$ cat src/rtl/regbank_wb_ctrl.sv
// Write-back controller for the SH-1 16x32 register bank: round-robin EX/LD
// arbitration onto the single write port plus a pending-write scoreboard.
module regbank_wb_ctrl #(
  parameter int REG_WIDTH = 32,
  parameter int REG_COUNT = 16,
  parameter int ADDR_W    = 4
) (
  input  logic                 clk,
  input  logic                 rst_n,
  input  logic                 ex_valid,
  output logic                 ex_ready,
  input  logic [ADDR_W-1:0]    ex_addr,
  input  logic [REG_WIDTH-1:0] ex_data,
  input  logic                 ld_valid,
  output logic                 ld_ready,
  input  logic [ADDR_W-1:0]    ld_addr,
  input  logic [REG_WIDTH-1:0] ld_data,
  input  logic                 sb_set_valid,
  input  logic [ADDR_W-1:0]    sb_set_addr,
  output logic                 sb_set_ready,
  output logic [REG_COUNT-1:0] sb_busy,
  output logic                 sb_err,
  output logic                 rb_we,
  output logic [ADDR_W-1:0]    rb_waddr,
  output logic [REG_WIDTH-1:0] rb_wdata
);

  logic                 r_prio;
  logic                 r_we;
  logic [ADDR_W-1:0]    r_waddr;
  logic [REG_WIDTH-1:0] r_wdata;
  logic                 r_err;
  logic [1:0]           r_cnt      [REG_COUNT];
  logic [1:0]           w_cnt_next [REG_COUNT];

  logic                 w_grant_ex;
  logic                 w_grant_ld;
  logic                 w_set_fire;
  logic                 w_commit_err;
  logic [REG_COUNT-1:0] w_set_hit;
  logic [REG_COUNT-1:0] w_com_hit;

  // Grants depend only on the valids and the priority pointer.
  assign w_grant_ex = ex_valid && (!ld_valid || !r_prio);
  assign w_grant_ld = ld_valid && (!ex_valid ||  r_prio);
  assign ex_ready   = w_grant_ex;
  assign ld_ready   = w_grant_ld;

  always_ff @(posedge clk or negedge rst_n) begin
    if (!rst_n) begin
      r_prio <= 1'b0;
    end else if (w_grant_ex) begin
      r_prio <= 1'b1;
    end else if (w_grant_ld) begin
      r_prio <= 1'b0;
    end
  end

  // Address/data hold their last value when no write is issued.
  always_ff @(posedge clk or negedge rst_n) begin
    if (!rst_n) begin
      r_we    <= 1'b0;
      r_waddr <= '0;
      r_wdata <= '0;
    end else begin
      r_we <= w_grant_ex || w_grant_ld;
      if (w_grant_ex) begin
        r_waddr <= ex_addr;
        r_wdata <= ex_data;
      end else if (w_grant_ld) begin
        r_waddr <= ld_addr;
        r_wdata <= ld_data;
      end
    end
  end

  assign rb_we    = r_we;
  assign rb_waddr = r_waddr;
  assign rb_wdata = r_wdata;

  assign sb_set_ready = (r_cnt[sb_set_addr] != 2'd3);
  assign w_set_fire   = sb_set_valid && sb_set_ready;
  assign w_commit_err = r_we && (r_cnt[r_waddr] == 2'd0);

  // Per-register pending counters; set and commit on the same register cancel.
  generate
    for (genvar gi = 0; gi < REG_COUNT; gi++) begin : g_cnt
      assign w_set_hit[gi] = w_set_fire && (sb_set_addr == ADDR_W'(gi));
      assign w_com_hit[gi] = r_we && (r_waddr == ADDR_W'(gi));
      assign w_cnt_next[gi] =
          (w_set_hit[gi] && !w_com_hit[gi]) ? r_cnt[gi] + 2'd1 :
          (!w_set_hit[gi] && w_com_hit[gi] && (r_cnt[gi] != 2'd0)) ? r_cnt[gi] - 2'd1 :
          r_cnt[gi];
      assign sb_busy[gi] = (r_cnt[gi] != 2'd0);
    end
  endgenerate

  always_ff @(posedge clk or negedge rst_n) begin
    if (!rst_n) begin
      for (int i = 0; i < REG_COUNT; i++) begin
        r_cnt[i] <= 2'd0;
      end
    end else begin
      for (int i = 0; i < REG_COUNT; i++) begin
        r_cnt[i] <= w_cnt_next[i];
      end
    end
  end

  always_ff @(posedge clk or negedge rst_n) begin
    if (!rst_n) begin
      r_err <= 1'b0;
    end else if (w_commit_err) begin
      r_err <= 1'b1;
    end
  end

  assign sb_err = r_err;

endmodule

$ cat config.mk
export PLATFORM = sky130hd
export DESIGN_NAME = regbank_wb_ctrl
export DESIGN_NICKNAME = d
export VERILOG_FILES = /design/src/rtl/regbank_wb_ctrl.sv
export SDC_FILE = /design/constraint.sdc
export NUM_CORES = 1
export LEC_CHECK = 0
export CORE_ASPECT_RATIO = 1.1
export CORE_UTILIZATION = 64
export DETAILED_ROUTE_END_ITERATION = 12
export DONT_BUFFER_PORTS = 1
export PLACE_DENSITY_LB_ADDON = 0.1
export SLEW_MARGIN = 15
export SYNTH_ARGS = -nofsm -noshare
export SYNTH_HDL_FRONTEND = slang
export SYNTH_SLANG_ARGS = --single-unit
$ cat constraint.sdc
create_clock -name clk -period 1.9 [get_ports clk]
set_input_delay 0.19 -clock clk [delete_from_list [all_inputs] [get_ports clk]]
set_output_delay 0.19 -clock clk [all_outputs]
set_load 0.02 [all_outputs]
==> results of run 1 <==
-- cell usage in the layout, fill, tap and decap left out, types with 3 or more instances in the layout --
master / netlist / final
sky130_fd_sc_hd__o22ai_1: 36 / 36
sky130_fd_sc_hd__nor2_1: 78 / 78
sky130_fd_sc_hd__o211ai_1: 6 / 6
sky130_fd_sc_hd__nand2b_1: 9 / 9
sky130_fd_sc_hd__and3b_1: 3 / 3
sky130_fd_sc_hd__or2_1: 11 / 11
sky130_fd_sc_hd__a211oi_1: 3 / 3
sky130_fd_sc_hd__clkbuf_8: 0 / 9
sky130_fd_sc_hd__dfrtp_2: 0 / 10
sky130_fd_sc_hd__inv_1: 19 / 19
sky130_fd_sc_hd__and4b_1: 6 / 6
sky130_fd_sc_hd__dfrtp_1: 71 / 61
sky130_fd_sc_hd__a21oi_1: 51 / 51
sky130_fd_sc_hd__o21ai_0: 21 / 14
sky130_fd_sc_hd__nand3_1: 13 / 13
sky130_fd_sc_hd__a31oi_1: 11 / 11
sky130_fd_sc_hd__mux2i_1: 9 / 9
sky130_fd_sc_hd__nor2b_1: 16 / 16
sky130_fd_sc_hd__or2_2: 6 / 6
sky130_fd_sc_hd__dlygate4sd3_1: 0 / 32
sky130_fd_sc_hd__xnor2_1: 16 / 16
sky130_fd_sc_hd__nor3_1: 6 / 6
sky130_fd_sc_hd__buf_4: 1 / 40
sky130_fd_sc_hd__nand3b_1: 3 / 3
sky130_fd_sc_hd__a22oi_1: 3 / 3
sky130_fd_sc_hd__nand2_1: 38 / 37
sky130_fd_sc_hd__mux4_2: 4 / 4
sky130_fd_sc_hd__o21ai_1: 0 / 6
-- per-stage QoR --
stage | cells | util [%] | cell area (um2)
after global routing | 636 | 81.6 | 5060
after detailed placement | 573 | 70.3 | 4360
after CTS | 626 | 80.1 | 4960
after floorplan | 489 | - | 4140
after global placement | 573 | 70.3 | 4360
final | 636 | 81.6 | 5060
-- report_power, final --
part | switching (mW) | internal [mW]
Sequential | 0.427 | 1.80
Combinational | 1.13 | 1.02
Clock | 0.625 | 0.754
-- cell families (layout without fill, tap and decap cells) --
kind of cell    Yosys count  in the layout  share of synthesized area, %
simple gates            205            205                          24.8
buf+inv                  42            109                          4.05
flops                    71             71                          42.9
compound gates          141            141                          20.2
mux                      14             14                          4.63
xor+xnor                 16             16                          3.39
-- path summary, 6_finish.rpt --
| check | startpoint | end | slack [ns] | depth (start not counted) |
|---|---|---|---|---|
| worst max-delay path | r_cnt[6] | sb_set_ready | 0.06 | 4 |
| worst min-delay path | ex_data[31] | rb_wdata[31] | 0.003 | 2 |
| worst max register to register | r_cnt[30] | sb_err | 0.19 | 5 |
| worst min register to register | r_cnt[18] | r_cnt[18] | 0.54 | 1 |
| max in group asynchronous | rst_n | r_cnt[26] | 1.18 | 2 |
| min in group asynchronous | rst_n | r_cnt[31] | 0.37 | 2 |
-- timing repair --
item,CTS,global route
hold buffers,33,0
gates resized for setup,0,19
endpoints found under the hold margin,107,0
pin swaps,0,2
buffers inserted,4,10
endpoints found under the setup margin,1,1
-- critical path, stage by stage, from the launching register on --
cell                       delay [ns]
sky130_fd_sc_hd__dfrtp_1         0.36
sky130_fd_sc_hd__nand2_1         0.06
sky130_fd_sc_hd__o211ai_1        0.22
sky130_fd_sc_hd__o21ai_1         0.11
sky130_fd_sc_hd__mux4_2          0.55
-- sequential cells by signal, indices dropped and copies added, names as in the netlist --
signal    flops
rb_wdata     32
rb_waddr      4
r_cnt        32
r_prio        1
rb_we         1
sb_err        1
-- metal layers --
metal  vias up  wire [um]
met4         0        447
met3        47        965
met5         -          0
met1      1919       4470
met2       207       5860
li1       1870          -
-- layout make-up --
type / count / area, um2 / area share (%)
clock inverters: 7 / 104 / 2.05
well taps: 80 / 100 / 1.98
multi-input cells: 376 / 2200 / 43.5
flip-flops and latches: 71 / 1790 / 35.4
inverters: 19 / 71.3 / 1.41
clock buffers: 9 / 124 / 2.45
repair buffers: 74 / 668 / 13.2
==> summary.md, run 1 <==
| Metric | Value |
|---|---|
| Result of the run | complete, no violations |
| Total I/O pin count | between 100 and 150 |
| Largest net degree at the start of global routing | 72 |
| Initial Utilization | 66.8% |
| Worst hold slack after final layout | about 0.0033 ns |
| Synthesis-stage register bit count | 71 |
| ANT cells | 0 |
| Critical path data arrival time | 1.65 ns |
| Yosys synthesis warning count | 0 |
| Area of the core | 6190 um2 |
| Final hold violations | 0 |
| Top post-synthesis cells by area | sky130_fd_sc_hd__dfrtp_1 (43%), sky130_fd_sc_hd__nor2_1 (7.1%), sky130_fd_sc_hd__a21oi_1 (6.2%) |
| Filler cell count | 367 |
| Capturing element type of the critical path | output pin |
| DIE WIDTH | 78.7 um |
| Y dimension of the die | 86.3 um |
| Period utilisation layout | 96.9% |
| Post-layout net count | between 600 and 700 |
| Portion of synthesized cell area occupied by the leading cell type | 42.9% |
| Final setup TNS | 0 ns |
| Fmax | around 0.54 GHz |
| Number of sinks handled by clock tree synthesis | 71 |
| Number of DRC markers after the initial detailed-route iteration | 379 |
| Most numerous cell in the Yosys netlist | sky130_fd_sc_hd__nor2_1 |
| Post-synth ARST share | 100% |
| First-pass GRT wire length | between 15,000 and 20,000 um |
| Top flip-flop cell by instance count after synthesis | sky130_fd_sc_hd__dfrtp_1 |
| GRT Residual Overflow | 0 |
| Syn_area_per_cell | ~8.5 um2 |
| Met2 track demand over resource in global routing | ~59% |
| Peak supply drop | 0.727 mV |
| Post-synth top cells | sky130_fd_sc_hd__nor2_1 (78), sky130_fd_sc_hd__dfrtp_1 (71), sky130_fd_sc_hd__a21oi_1 (51), sky130_fd_sc_hd__nand2_1 (38), sky130_fd_sc_hd__o22ai_1 (36) |
| Number of cells produced by synthesis | 489 |
| Slew of the pin with the lowest slew margin | 0.549 ns |
| Crit Path Category | register to output pin |
| Cell Pwr Density | 1140 nW/um2 |
| Routed length per instance | about 18 um |
| Clock network latency to the later pin of the worst-skew pair | 0.35 ns |
| Remaining antenna violation count | 0 |
| Antenna violations before repair | 0 |
| Post-layout minimum cycle time | 1.84 ns |
| Clock buffers created by TritonCTS | 9 |
| Seq/Total Area, Yosys | about 43% |
| HPWL Detailed | 7500 um |
| Required @ worst endpoint | 1.71 ns |
| Most congested layer reported by global routing | met2 |
| DRC Markers | 0 |
| Number of flops mapped to enable cells by yosys | 0 |
| Max-slew violation total from the final report | 0 |
| Overall die area | 6790 um2 |
| Setup repair after global routing missed its margin | true |
| Max_cap viols | 0 |
| PortBufs | 0 |
| Library cell used as clock root buffer | sky130_fd_sc_hd__clkbuf_8 |
| Number of nets in the synthesized netlist | 570 |
| Row Count | 30 |
| Worst path setup slack after routing | 0.0597 ns |
| Min-Delay Path Class | input pin to register |
| Maximum count of clock buffers along a single path | 2 |
| Met1 Use GR | 40.6% |
| Clock tree from TritonCTS | built |
| Drt pass-1 iters | 5 |
| Number of global-route vias before repair | around 3,900 |
| Routability congestion estimate | 0.931 |
| Proportion of layout cells with a drive suffix above 1 | 14.9% |
| Clock skew | 0.00746 ns |
| Average via count per standard cell | 6.36 |
| Normalized max-slew margin | between 60% and 70% |
| Unique masters post-synth | 47 |
| Routed vias | 4,043 |
| Post-synthesis instance area | 4140 um2 |
| Clock slew at the register clock pins of the worst setup and hold paths | 0.08 ns |
| GRT Resource Usage Total | 35.1% |
| Leading area contributor after synthesis | sky130_fd_sc_hd__dfrtp_1 |
| Worst Setup Slack post-DPL | 0.265 ns |
| Leakage power | between 2 and 2.5 nW |
| Final Total Pwr | 5.75 mW |
| Number of H-tree branching levels | 3 |
| Final wirelength | 11,700 um |
| Layout-stage area growth over the synthesis result | 22.2% |
| Largest fanout on the critical path | 2 |
| Met3 capacity usage during global routing | 8.95% |
| Kind of launch point of the worst setup path | register |
| Final Setup Violations | 0 |
Power figures use the tool's default switching activity.
==> inputs of run 2 (changes only) <==
--- a/config.mk
+++ b/config.mk
@@ -5,8 +5,10 @@
 export SDC_FILE = /design/constraint.sdc
 export NUM_CORES = 1
 export LEC_CHECK = 0
+export ABC_AREA = 1
 export CORE_ASPECT_RATIO = 1.1
-export CORE_UTILIZATION = 64
+export CORE_UTILIZATION = 65
+export CTS_CLUSTER_DIAMETER = 150
 export DETAILED_ROUTE_END_ITERATION = 12
 export DONT_BUFFER_PORTS = 1
 export PLACE_DENSITY_LB_ADDON = 0.1
==> constraint.sdc (replaced) <==
create_clock -name clk -period 2.2 [get_ports clk]
set_input_delay 0.22 -clock clk [delete_from_list [all_inputs] [get_ports clk]]
set_output_delay 0.22 -clock clk [all_outputs]
set_load 0.02 [all_outputs]
==> run 2 against run 1 <==
Synthesized area is 5.0% higher. Wire length is 1.3% higher. Combinational power shrank 19%. Design area fell by 9.7%. Sequential power fell by 5%.
==> summary.md, run 2 <==
| Metric | Value |
|---|---|
| Result of the run | complete, no violations (unchanged) |
| Final hold violations | 0 (unchanged) |
| DRC Markers | 0 (unchanged) |
| Largest fanout on the critical path | 17 (was 2) |
| Fraction of the mapped netlist area in adder cells | 0% (unchanged) |
| Leading area contributor after synthesis | sky130_fd_sc_hd__dfrtp_1 (unchanged) |
| Initial Utilization | 68.9% (was 66.8%) |
| Finished Core Util | 72.4% (was 81.6%) |
| Area share of xor/xnor cells in the synthesized design | 0% (was 3.39%) |
| Crit Path Category | register to register (was register to output pin) |
| Maximum count of clock buffers along a single path | 2 (unchanged) |
| Number of sinks handled by clock tree synthesis | 71 (unchanged) |
| Area fraction in and, or, nand and nor cells after synthesis | 35.0% (was 24.8%) |
| Proportion of layout cells with a drive suffix above 1 | 6.40% (was 14.9%) |
| Unique masters post-synth | 25 (was 47) |
| Drt pass-1 iters | 5 (unchanged) |
| Library cell used as clock root buffer | sky130_fd_sc_hd__clkbuf_8 (unchanged) |
| Portion of synthesized cell area occupied by the leading cell type | 40.9% (was 42.9%) |
| Post-synth ARST share | 100% (unchanged) |
| HPWL Detailed | 8440 um (was 7500 um) |
| Clock network latency to the later pin of the worst-skew pair | 0.35 ns (about the same) |
| Number of nets in the synthesized netlist | 726 (was 570) |
| Peak supply drop | 0.575 mV (was 0.727 mV) |
| Worst hold slack after final layout | 0.0417 ns (was 0.00330 ns) |
| Syn_area_per_cell | 6.74 um2 (was 8.46 um2) |
| Layout-stage area growth over the synthesis result | 5.07% (was 22.2%) |
| Min-Delay Path Class | input pin to register (unchanged) |
| Routed vias | 4,249 (was 4,043) |
| Clock tree from TritonCTS | built (unchanged) |
| GRT Resource Usage Total | 35.4% (was 35.1%) |
| Total I/O pin count | 138 (unchanged) |
| Leakage power | 2.32 nW (was 2.17 nW) |
| Final setup TNS | 0 ns (unchanged) |
| Post-layout net count | 718 (was 632) |
| R2R cell count | 14 (was 5) |
| Number of flops mapped to enable cells by yosys | 0 (unchanged) |
| Number of cells on the worst hold path | 2 (unchanged) |
| Top flip-flop cell by instance count after synthesis | sky130_fd_sc_hd__dfrtp_1 (unchanged) |
| ANT cells | 0 (unchanged) |
| Y dimension of the die | 87.8 um (was 86.3 um) |
| Max-slew violation total from the final report | 0 (unchanged) |
| Average via count per standard cell | 5.89 (was 6.36) |
| Max_cap viols | 0 (unchanged) |
| Number of cells produced by synthesis | 645 (was 489) |
| Complex-gate fraction of the synthesized area | 12.7% (was 20.2%) |
| Number of DRC markers after the initial detailed-route iteration | 325 (was 379) |
| DIE WIDTH | 80.0 um (was 78.7 um) |
| Row Count | 30 (unchanged) |
| GRT Residual Overflow | 0 (unchanged) |
| Final Setup Violations | 0 (unchanged) |
| Routability congestion estimate | 0.997 (was 0.931) |
| Overall die area | 7020 um2 (was 6790 um2) |
| Final Total Pwr | 4.88 mW (was 5.75 mW) |
| Fmax | around 0.52 GHz |
| Slew of the pin with the lowest slew margin | 0.673 ns (was 0.549 ns) |
| Routed length per instance | 16.5 um (was 18.5 um) |
| Launch point of the worst path | r_cnt[22] (was r_cnt[6]) |
| Critical path data arrival time | 2.19 ns (was 1.65 ns) |
| Post-synthesis instance area | 4350 um2 (was 4140 um2) |
| Antenna violations before repair | 0 (unchanged) |
| Worst path setup slack after routing | 0.260 ns (was 0.0597 ns) |
| Non-filler cells in the finished layout | 721 (was 636) |
| Post-synth top cells | sky130_fd_sc_hd__nand2_1 (170), sky130_fd_sc_hd__inv_1 (98), sky130_fd_sc_hd__nor2_1 (90), sky130_fd_sc_hd__dfrtp_1 (71), sky130_fd_sc_hd__nand3_1 (70) (was sky130_fd_sc_hd__nor2_1 (78), sky130_fd_sc_hd__dfrtp_1 (71), sky130_fd_sc_hd__a21oi_1 (51), sky130_fd_sc_hd__nand2_1 (38), sky130_fd_sc_hd__o22ai_1 (36)) |
| Kind of launch point of the worst setup path | register (unchanged) |
| Remaining antenna violation count | 0 (unchanged) |
| Most frequent standard cell in the layout excluding fill and tap cells | sky130_fd_sc_hd__nand2_1 (was sky130_fd_sc_hd__nor2_1) |
| Synthesis-stage register bit count | 71 (unchanged) |
| Clock slew at the register clock pins of the worst setup and hold paths | 0.08 ns (about the same) |
| Clock buffers created by TritonCTS | 9 (unchanged) |
| Capturing element type of the critical path | register (was output pin) |
| Post-layout minimum cycle time | 1.94 ns |
| PortBufs | 0 (unchanged) |
| Area of the core | 6310 um2 (was 6190 um2) |
| Largest net degree at the start of global routing | 72 (unchanged) |
| First-pass GRT wire length | 18,900 um (was 18,200 um) |
| Share of cell area taken by muxes after synthesis | 0% (was 4.63%) |
| Dominant combinational cell family by area after synthesis | simple AND/OR/NAND/NOR gates (unchanged) |
| Required @ worst endpoint | 2.44 ns (was 1.71 ns) |
| Launch instance of the worst register-to-register path | r_cnt[22] (was r_cnt[30]) |
| Buffers inserted during post-CTS setup optimization | 0 (was 4) |
| Clock skew | 0.0116 ns (was 0.00746 ns) |
| Area of placed instances | 4340 um2 (was 4360 um2) |
| Most numerous cell in the Yosys netlist | sky130_fd_sc_hd__nand2_1 (was sky130_fd_sc_hd__nor2_1) |
| Cell Pwr Density | 1070 nW/um2 (was 1140 nW/um2) |
| Top library cells by usage in the layout, fill and taps aside | sky130_fd_sc_hd__nand2_1 (170), sky130_fd_sc_hd__inv_1 (98), sky130_fd_sc_hd__nor2_1 (90) (was sky130_fd_sc_hd__nor2_1 (78), sky130_fd_sc_hd__dfrtp_1 (61), sky130_fd_sc_hd__a21oi_1 (51)) |
| Cell count after placement | 704 (was 573) |
| Number of global-route vias before repair | 4,118 (was 3,941) |
| Summed area of non-filler cells in the final layout | 4570 um2 (was 5060 um2) |
| Final wirelength | 11,900 um (was 11,700 um) |
| Yosys synthesis warning count | 0 (unchanged) |
| Seq/Total Area, Yosys | 40.9% (was 42.9%) |
| Top post-synthesis cells by area | sky130_fd_sc_hd__dfrtp_1 (41%), sky130_fd_sc_hd__nand2_1 (15%), sky130_fd_sc_hd__inv_1 (8.5%) (was sky130_fd_sc_hd__dfrtp_1 (43%), sky130_fd_sc_hd__nor2_1 (7.1%), sky130_fd_sc_hd__a21oi_1 (6.2%)) |
| Normalized max-slew margin | 55.1% (was 63.4%) |
| Hold_sp | ex_valid (was ex_data[31]) |
| Worst Setup Slack post-DPL | 0.306 ns (was 0.265 ns) |
| Setup repair after global routing missed its margin | false (was true) |
| Period utilisation layout | between 80% and 90% |
| Number of H-tree branching levels | 3 (unchanged) |
==> run 2: final timing paths <==
path / end / slack (ns)
max reg2reg: r_cnt[4] / 0.26
min in group asynchronous: r_cnt[29] / 0.47
min: r_prio / 0.04
max: r_cnt[4] / 0.26
min reg2reg: r_prio / 0.51
max in group asynchronous: r_cnt[10] / 1.45
==> run 2: cell type report <==
cell class                 instances  area, um2
multi-input combinational        451       2080
sequential                        71       1780
fill                             526       1740
inverter                         101        382
clock buffer                       9        124
tap                               80        100
clock inverter                     6       62.6
timing repair buffer               3       45.0
==> run 2: what timing repair did <==
action                    CTS  global route
hold endpoints to repair   71             0
resized for setup           0             0
hold buffers                2             0
==> run 2: kinds of logic (layout without fill, tap and decap cells) <==
group	count (synthesis)	after routing
compound gates	97	97
simple gates	354	354
buf+inv	123	119
flops	71	71
==> run 2: per-layer routing <==
| metal | track usage, % | routed length [um] |
|---|---|---|
| met1 | 41.5 | 4570 |
| met2 | 59.9 | 5730 |
| met3 | 8.96 | 1170 |
| met4 | 18.8 | 429 |
| met5 | 0 | 0 |
==> run 2: worst max-delay path, stage by stage, from the launching register on <==
cell and delay, ns:
sky130_fd_sc_hd__dfrtp_1 0.41, sky130_fd_sc_hd__nand2_1 0.09, sky130_fd_sc_hd__nand2_1 0.06, sky130_fd_sc_hd__nand2_1 0.06
sky130_fd_sc_hd__nand2_1 0.06, sky130_fd_sc_hd__nand2_1 0.05, sky130_fd_sc_hd__nand2_1 0.08, sky130_fd_sc_hd__inv_1 0.06
sky130_fd_sc_hd__nand2_1 0.05, sky130_fd_sc_hd__nand2_2 0.38, sky130_fd_sc_hd__nand3_1 0.18, sky130_fd_sc_hd__nand3_1 0.15
sky130_fd_sc_hd__nand2_1 0.08, sky130_fd_sc_hd__nand2_1 0.06, sky130_fd_sc_hd__nand2_1 0.05
==> run 2: power breakdown <==
group	total, mW	switching (mW)	leakage [nW]	internal [mW]
Sequential	2.11	0.453	0.858	1.66
Combinational	1.74	1.22	1.36	0.524
Clock	1.03	0.513	0.0988	0.515
Total	4.88	2.18	2.32	2.70
